$ cat src/rtl/mem_access_stage_pkg.sv
// Shared definitions for the MEM stage: enables, funct3 encodings,
// FSM states and per-width byte-count constants.
package mem_access_stage_pkg;

   localparam logic        Enable   = 1'b1;
   localparam logic [31:0] ZeroWord = 32'h0000_0000;

   // Load/store width encodings carried in funct3.
   localparam logic [2:0] F3_B  = 3'd0;
   localparam logic [2:0] F3_H  = 3'd1;
   localparam logic [2:0] F3_W  = 3'd2;
   localparam logic [2:0] F3_BU = 3'd4;
   localparam logic [2:0] F3_HU = 3'd5;

   // Index of the final byte of an access (byte count minus one).
   localparam logic [1:0] LAST_BYTE_B = 2'd0;
   localparam logic [1:0] LAST_BYTE_H = 2'd1;
   localparam logic [1:0] LAST_BYTE_W = 2'd3;

   typedef enum logic {
      ST_IDLE   = 1'b0,
      ST_ACCESS = 1'b1
   } state_t;

   function automatic logic f3_supported(input logic [2:0] f3);
      return (f3 == F3_B) || (f3 == F3_H) || (f3 == F3_W) ||
             (f3 == F3_BU) || (f3 == F3_HU);
   endfunction

   function automatic logic [1:0] last_byte(input logic [2:0] f3);
      case (f3)
         F3_B, F3_BU: return LAST_BYTE_B;
         F3_H, F3_HU: return LAST_BYTE_H;
         default:     return LAST_BYTE_W;
      endcase
   endfunction

endpackage

$ cat src/rtl/mem_access_stage_load_ext.sv
// Load extension: turns the little-endian byte buffer into the final
// register value, sign- or zero-extended according to funct3.
module load_ext
   import mem_access_stage_pkg::*;
(
   input  logic [31:0] load_buf,
   input  logic [2:0]  funct3,
   output logic [31:0] word
);

   // Select width and extension from the load encoding.
   always_comb begin
      // NOTE: assign a default first so no path leaves the output unassigned (no latch).
      word = ZeroWord;
      case (funct3)
         F3_B:    word = {{24{load_buf[7]}},  load_buf[7:0]};
         F3_H:    word = {{16{load_buf[15]}}, load_buf[15:0]};
         F3_BU:   word = {24'h00_0000, load_buf[7:0]};
         F3_HU:   word = {16'h0000,    load_buf[15:0]};
         default: word = load_buf;
      endcase
   end

endmodule

$ cat src/rtl/mem_access_stage.sv
// MEM stage: byte-serial loads/stores over the memory-controller port,
// with direct register-file writeback and upstream stall generation.
module mem_access_stage
   import mem_access_stage_pkg::*;
#(
   parameter int ADDR_W = 32
) (
   input  logic              dclk,
   input  logic              rst_n,
   input  logic              valid_EX_i,
   input  logic              mem_re_EX_i,
   input  logic              mem_we_EX_i,
   input  logic [2:0]        funct3_EX_i,
   input  logic [ADDR_W-1:0] addr_EX_i,
   input  logic [31:0]       sdata_EX_i,
   input  logic              rd_we_EX_i,
   input  logic [4:0]        rd_EX_i,
   input  logic [31:0]       result_EX_i,
   output logic              stall_CTRL_o,
   output logic              mem_req_MC_o,
   output logic              mem_wr_MC_o,
   output logic [ADDR_W-1:0] mem_addr_MC_o,
   output logic [7:0]        mem_wdata_MC_o,
   input  logic              mem_ack_MC_i,
   input  logic [7:0]        mem_rdata_MC_i,
   output logic              we_REG_o,
   output logic [4:0]        waddr_REG_o,
   output logic [31:0]       wdata_REG_o
);

   state_t      state, state_next;
   logic [1:0]  cnt;
   logic [2:0]  funct3_q;
   logic        store_q;
   logic [4:0]  rd_q;
   logic        rd_we_q;
   logic [31:0] sdata_q;
   logic [31:0] load_buf, load_buf_next;
   logic [31:0] load_word;
   logic        memop_ex;
   logic        last;
   logic        done;

   // Unsupported widths fall through as plain (non-writing) instructions.
   assign memop_ex = (mem_re_EX_i || mem_we_EX_i) && f3_supported(funct3_EX_i);
   assign last     = (cnt == last_byte(funct3_q));
   assign done     = (state == ST_ACCESS) && mem_ack_MC_i && last;

   // Buffer view including the byte arriving this cycle, so the final
   // byte is part of the written-back word on the same edge.
   always_comb begin
      load_buf_next                    = load_buf;
      load_buf_next[{cnt, 3'b000} +: 8] = mem_rdata_MC_i;
   end

   load_ext u_load_ext (
      .load_buf (load_buf_next),
      .funct3   (funct3_q),
      .word     (load_word)
   );

   // FSM state register.
   always_ff @(posedge dclk or negedge rst_n) begin
      if (!rst_n) begin
         state <= ST_IDLE;
      end else begin
         // NOTE: sequential state uses non-blocking assignments so every register samples pre-edge values.
         state <= state_next;
      end
   end

   // Next state and combinational stall; stall is forced low during reset.
   always_comb begin
      state_next   = state;
      stall_CTRL_o = 1'b0;
      case (state)
         ST_IDLE: begin
            if (valid_EX_i && memop_ex) begin
               state_next   = ST_ACCESS;
               stall_CTRL_o = Enable;
            end
         end
         ST_ACCESS: begin
            if (done) state_next   = ST_IDLE;
            else      stall_CTRL_o = Enable;
         end
         default: state_next = ST_IDLE;
      endcase
      if (!rst_n) stall_CTRL_o = 1'b0;
   end

   // Datapath: access latching, byte loop, registered MC port and writeback.
   always_ff @(posedge dclk or negedge rst_n) begin
      if (!rst_n) begin
         cnt            <= 2'd0;
         funct3_q       <= 3'd0;
         store_q        <= 1'b0;
         rd_q           <= 5'd0;
         rd_we_q        <= 1'b0;
         sdata_q        <= ZeroWord;
         load_buf       <= ZeroWord;
         mem_req_MC_o   <= 1'b0;
         mem_wr_MC_o    <= 1'b0;
         mem_addr_MC_o  <= '0;
         mem_wdata_MC_o <= 8'h00;
         we_REG_o       <= 1'b0;
         waddr_REG_o    <= 5'd0;
         wdata_REG_o    <= ZeroWord;
      end else begin
         we_REG_o <= 1'b0;
         case (state)
            ST_IDLE: begin
               if (valid_EX_i && memop_ex) begin
                  cnt            <= 2'd0;
                  funct3_q       <= funct3_EX_i;
                  store_q        <= mem_we_EX_i;
                  rd_q           <= rd_EX_i;
                  rd_we_q        <= rd_we_EX_i;
                  sdata_q        <= sdata_EX_i;
                  load_buf       <= ZeroWord;
                  mem_req_MC_o   <= Enable;
                  mem_wr_MC_o    <= mem_we_EX_i;
                  mem_addr_MC_o  <= addr_EX_i;
                  mem_wdata_MC_o <= sdata_EX_i[7:0];
               end else if (valid_EX_i && !mem_re_EX_i && !mem_we_EX_i &&
                            rd_we_EX_i && (rd_EX_i != 5'd0)) begin
                  we_REG_o    <= Enable;
                  waddr_REG_o <= rd_EX_i;
                  wdata_REG_o <= result_EX_i;
               end
            end
            ST_ACCESS: begin
               if (mem_ack_MC_i) begin
                  if (!store_q) load_buf <= load_buf_next;
                  if (last) begin
                     mem_req_MC_o <= 1'b0;
                     cnt          <= 2'd0;
                     if (!store_q && rd_we_q && (rd_q != 5'd0)) begin
                        we_REG_o    <= Enable;
                        waddr_REG_o <= rd_q;
                        wdata_REG_o <= load_word;
                     end
                  end else begin
                     cnt            <= cnt + 2'd1;
                     mem_addr_MC_o  <= mem_addr_MC_o + ADDR_W'(1);
                     mem_wdata_MC_o <= sdata_q[{cnt + 2'd1, 3'b000} +: 8];
                  end
               end
            end
            default: ;
         endcase
      end
   end

endmodule

$ cat config.mk
export PLATFORM = sky130hd
export DESIGN_NAME = mem_access_stage
export DESIGN_NICKNAME = d
export VERILOG_FILES = /design/src/rtl/mem_access_stage_pkg.sv /design/src/rtl/mem_access_stage_load_ext.sv /design/src/rtl/mem_access_stage.sv
export SDC_FILE = /design/constraint.sdc
export NUM_CORES = 1
export LEC_CHECK = 0
export CAP_MARGIN = 40
export CORE_MARGIN = 2
export CORE_UTILIZATION = 45
export DETAILED_ROUTE_END_ITERATION = 6
export PLACE_DENSITY = 0.74
export SLEW_MARGIN = 40
export SYNTH_ARGS = -nofsm -noshare
export SYNTH_HDL_FRONTEND = slang
export SYNTH_SLANG_ARGS = --single-unit
export TNS_END_PERCENT = 20
$ cat constraint.sdc
create_clock -name dclk -period 4.7 [get_ports dclk]
set_input_delay 0.705 -clock dclk [delete_from_list [all_inputs] [get_ports dclk]]
set_output_delay 0.705 -clock dclk [all_outputs]
set_load 0.1 [all_outputs]
Word-level counts from Yosys, hierarchy flattened. Index checks and enable logic that the tools add are counted.

Output and inout port bits: 81. Input bits: 119. Bits in registers: 156. Logic and storage cells: 112.

Bitwise gates (word level): 1. Reductions and logical operators: 30. Add/subtract/negate cells: 3. Muxes and demuxes: 45. Shifts and indexed selects: 3. Eq/ne operators: 16.

Operator list (number): $mux W32 (11); $pmux W32 S2 (3); $pmux W32 S4 (1); $add A32 B1 Y32 const B (1); $bwmux W32 (1); $shift A8 B7 Y32 const A (1); $shiftx A32 B6 Y8 (1); $shiftx A8 B7 Y32 (1); $mux W5 (5); $mux W8 (3); $pmux W8 S2 (1); $eq A3 B3 Y1 const B (4); $ne A2 B2 Y1 const B (6); $mux W1 (11); $logic_and A1 B1 Y1 (10); $pmux W5 S2 (1); $reduce_bool A5 Y1 (2); $reduce_and A3 Y1 (3); $pmux W2 S2 (2); $neg A5 Y7 (1); $eq A3 B1 Y1 const B (2); $logic_not A3 Y1 (2); $mux W2 (3); $pmux W1 S2 (3); 10 further kinds (19).

Depth between registers and ports, before layout.
Depth in word-level cells: 10. Mapped depth: 10. Gate-level depth less buffers: 7.

By module. A second synthesis with hierarchy kept.

Cells, all modules: 879. Area total of the unflattened synthesis: 8328.0 µm².

Modules (own cells, without submodules): mem_access_stage (area each 7972.6 µm², seq. area each 3903.7 µm², cells each 812, instances 1); load_ext (area each 355.3 µm², seq. area each 0.0 µm², cells each 67, instances 1).

Least setup slack after synthesis. Ideal clock, no wire load.

Path type: input port to output port. Start: input port funct3_EX_i[0]. End: output port stall_CTRL_o. Data required time: 3.995 ns. Path slack: 0.223 ns. Buffers on the path: 2. Stages: 6. Data arrival time: 3.772 ns. Path through: o21ai_0 -> and3_1 -> clkbuf_1 -> nand2_1 -> clkbuf_1 -> a21boi_0.

Longest elaborated chain between the ends: 10. Elaborated cells between the ends (all ways): 14. Those cells by class: eq/ne: 4; mux: 3; reduce/logical: 7.

Ends and longest elaborated chain: from (decl) (RTL line mem_access_stage.sv:13) `input logic [2:0] funct3_EX_i,`; $eq A3 B1 Y1 or $logic_not A3 Y1 (tied branches) (RTL line mem_access_stage_pkg.sv:26) `return (f3 == F3_B) || (f3 == F3_H) || (f3 == F3_W) ||`; $logic_or A1 B1 Y1 (3 in a row) (RTL line mem_access_stage_pkg.sv:26); $logic_or A1 B1 Y1 (*) (RTL line mem_access_stage_pkg.sv:27) `(f3 == F3_BU) || (f3 == F3_HU);`; $logic_and A1 B1 Y1 (*) (RTL line mem_access_stage.sv:45) `assign memop_ex = (mem_re_EX_i || mem_we_EX_i) && f3_supported(funct3_EX_i);`; $logic_and A1 B1 Y1 (*) (RTL line mem_access_stage.sv:78) `if (valid_EX_i && memop_ex) begin`; $mux W1 (*) (RTL line mem_access_stage.sv:78); $pmux W1 S2 (*) (RTL line mem_access_stage.sv:76) `case (state)`; $mux W1 (*) (RTL line mem_access_stage.sv:89) `if (!rst_n) stall_CTRL_o = 1'b0;`; to (decl) (RTL line mem_access_stage.sv:19) `output logic stall_CTRL_o,`.

Mark *: on every way between the ends. The rest lies on a longest branch, timed or not.

Final worst setup path.
Start: register state. End: output port stall_CTRL_o.

Longest elaborated chain between the ends: 5. Elaborated cells between the ends (all ways): 6. Those cells by class: mux: 3; bitwise: 1; reduce/logical: 2.

Ends and longest elaborated chain: from (decl) (RTL line mem_access_stage.sv:31) `state_t state, state_next;`; from (signal assigned) (RTL line mem_access_stage.sv:68) `state <= state_next;`; $logic_and A1 B1 Y1 (2 in a row) (RTL line mem_access_stage.sv:47) `assign done = (state == ST_ACCESS) && mem_ack_MC_i && last;`; $mux W1 (RTL line mem_access_stage.sv:84) `if (done) state_next = ST_IDLE;`; $pmux W1 S2 (*) (RTL line mem_access_stage.sv:76); $mux W1 (*) (RTL line mem_access_stage.sv:89).

Marked as above.

==> key figures <==
Global routing
  • Initial antenna violation count: 0
  • Number of global-route vias before repair: 6935
  • Largest net degree at the start of global routing: 84
  • Grt total ovfl: 0
  • First-pass GRT wire length: 34900 um
  • Total global-route track usage: 23.6%

Timing
  • Worst-Margin Slew: 0.761 ns
  • F_max: 281 MHz
  • Setup TNS: 0 ns
  • Clock skew: 0.00644 ns
  • Final Critical Period: 3.56 ns
  • Max-Slew Margin vs Limit: 49.2%
  • Unrepaired setup endpoints after global routing: no
  • Endpoints failing hold: 0
  • Crit share post-route: 75.7%
  • Final slew viol count: 0
  • Finish-stage setup viols: 0

Clocking
  • CTS tree: yes
  • Total CTS buffers: 17
  • CTS root buffer: clkbuf_16
  • H-tree depth: 4
  • Post-cts repair resize count: 0
  • Post-CTS Setup Bufs: 0
  • Clk_lat worst skew: 0.42 ns
  • Hold_buf cts: 0
  • CTS sink cnt: 156
  • Clk slew on worst S/H paths: 0.06 ns
  • Clk buf depth: 2

Detailed routing
  • Routed vias/inst: 5.68
  • Final WL: 21800 um
  • Initial DRC Count: 534
  • Residual DRC: 0
  • Vias: 7200
  • Drt wl/cell: 17.2 um
  • Antenna Nets Post-Route: 0
  • Pre-antenna DRT Iters: 5

Floorplan
  • Core Footprint: 17400 um2
  • IO Count: 200
  • Initial core utilization: 46.1%
  • Die W: 137 um
  • Total die area: 18900 um2
  • Row cnt: 48
  • Die Ht: 137 um

Hold path
  • HP Class: primary input to async pin

Worst setup path
  • Largest fanout on the critical path: 66
  • Crit start category: flip-flop
  • Setup CP Type: flip-flop to output pin
  • Critical Path AT: 2.85 ns
  • Crit. End Element: output pin
  • WP data required: 3.99 ns

Synth
  • Distinct cells, synth: 67
  • Synth cell count leaders: 197 x nand2_1, 156 x dfrtp_1, 62 x a21oi_1
  • Synth async-reset ratio: 100%
  • Post-Synthesis Cells: 858
  • Top_reg_cell synth: dfrtp_1
  • Post-synthesis cell area: 8000 um2
  • Synth area leaders: dfrtp_1 49%, nand2_1 9.2%, a22o_1 4.2%, a21oi_1 3.9%, nor2_1 2.8%
  • Synth warn: 0
  • Yosys top cell by area: dfrtp_1
  • Seq cells post-synth: 156
  • Yosys top cell area share: 48.8%
  • Syn nets: 983
  • Post-synth EDFFs: 0
  • Top-count cell post-synth: nand2_1
  • Syn Area/Cell: 9.33 um2
  • Register area share after synthesis: 48.8%

Placement
  • RePlAce Congestion: 0.860
  • Port-buffer cells: 199
  • DP HPWL: 15300 um
  • DP Area: 9740 um2

Finish
  • Layout net count: 1156
  • Ant diodes: 0
  • Post-route cell area: 10300 um2
  • Share of layout cells above drive strength 1: 15.0%
  • Layout area overhead: 29.0%

Outcome
  • Status: finished, final reports clean

Flow run
  • Max-Cap Viols: 0
## state kept, by name (all words and copies together) (netlist names)
register / cells
wdata_REG_o: 32
funct3_q: 3
state: 1
mem_req_MC_o: 1
mem_addr_MC_o: 32
rd_q: 5
mem_wdata_MC_o: 8
cnt: 2
waddr_REG_o: 5
load_buf: 32
sdata_q: 32
rd_we_q: 1
store_q: 1
we_REG_o: 1
## worst paths after layout
path | start | endpoint | slack (ns) | cells past startpoint
max | state$_DFF_PN0_ | stall_CTRL_o | 1.14 | 4
min | rst_n | waddr_REG_o[4]$_DFFE_PN0P_ | 0.27 | 1
max reg2reg | cnt[0]$_DFFE_PN0P_ | wdata_REG_o[21]$_DFFE_PN0P_ | 1.36 | 9
min reg2reg | sdata_q[24]$_DFFE_PN0P_ | sdata_q[24]$_DFFE_PN0P_ | 0.47 | 2
max in group asynchronous | rst_n | load_buf[3]$_DFFE_PN0P_ | 3.21 | 2
min in group dclk | sdata_q[24]$_DFFE_PN0P_ | sdata_q[24]$_DFFE_PN0P_ | 0.47 | 2
## worst max-delay path, stage by stage, from the launching register on
cell and delay [ns]:
dfrtp_4 0.86, buf_4 0.68, nand2_1 0.15, a21boi_0 0.48, buf_12 0.25
## layout make-up
class | instances | area (um2)
Sequential cell | 156 | 3910
Clock inverter | 6 | 87.6
Timing Repair Buffer | 208 | 1670
Inverter | 12 | 45.0
Fill cell | 1543 | 7030
Tap cell | 225 | 282
Multi-Input combinational cell | 636 | 3850
Clock buffer | 24 | 482
## routing by layer
layer  vias to the layer above  global-route usage (%)  routed length, um
li1                       3437                       -                  -
met1                      3508                    32.6               9810
met2                       235                    37.0              10100
met3                        20                    6.29               1610
met4                         0                    6.13                257
met5                         -                       0                  0
## cells in the final DEF (no fill, tap or decap), types with 3 or more instances in the layout
cell type / netlist / final
and2b_1: 6 / 6
buf_2: 15 / 80
o31ai_2: 9 / 9
nor3_1: 4 / 4
nor2_1: 59 / 59
a21o_1: 11 / 11
nand3_1: 19 / 19
a22o_1: 38 / 38
and2_1: 7 / 7
inv_1: 10 / 10
a21oi_1: 62 / 62
clkbuf_8: 0 / 3
o22a_1: 10 / 10
nand2_1: 197 / 196
o22ai_1: 17 / 17
and3_1: 9 / 9
a21boi_0: 3 / 3
mux2i_1: 16 / 16
nor4_4: 3 / 4
a22oi_1: 8 / 8
o21ai_0: 43 / 43
dfrtp_1: 156 / 154
o31ai_1: 16 / 16
nor2b_1: 4 / 4
mux4_2: 8 / 8
buf_4: 1 / 8
clkdlybuf4s50_1: 0 / 117
nand2b_1: 7 / 7
clkbuf_1: 32 / 4
a31oi_1: 7 / 7
ha_1: 6 / 6
or2_2: 3 / 3
nand4_1: 13 / 13
a211oi_1: 8 / 8
clkbuf_16: 0 / 17
## stage by stage
| stage | hold WS [ns] | setup WS [ns] | instances | utilization [%] |
|---|---|---|---|---|
| 4_1_cts | 0.316 | 1.12 | 1267 | 59.4 |
| 6_report | 0.270 | 1.14 | 1267 | 59.5 |
| 2_1_floorplan | 0.409 | 0.223 | 858 | - |
| 5_1_grt | 0.342 | 0.963 | 1267 | 59.5 |
| 3_3_place_gp | 0.453 | 1.31 | 1236 | 58.3 |
| 3_5_place_dp | 0.457 | 1.36 | 1237 | 56.1 |
## logic make-up (layout without fill, tap and decap cells)
family | after synthesis | count (layout) | share of synthesized area, %
simple gates | 350 | 350 | 20.1
compound gates | 254 | 254 | 22.2
flops | 156 | 156 | 48.8
buf+inv | 66 | 250 | 3.49
mux | 24 | 24 | 4.25
fa+ha+maj | 6 | 6 | 0.938
xor+xnor | 2 | 2 | 0.219
Power is not shown: default switching activity piles up to over one toggle a cycle in this logic, so the estimate is an artifact.
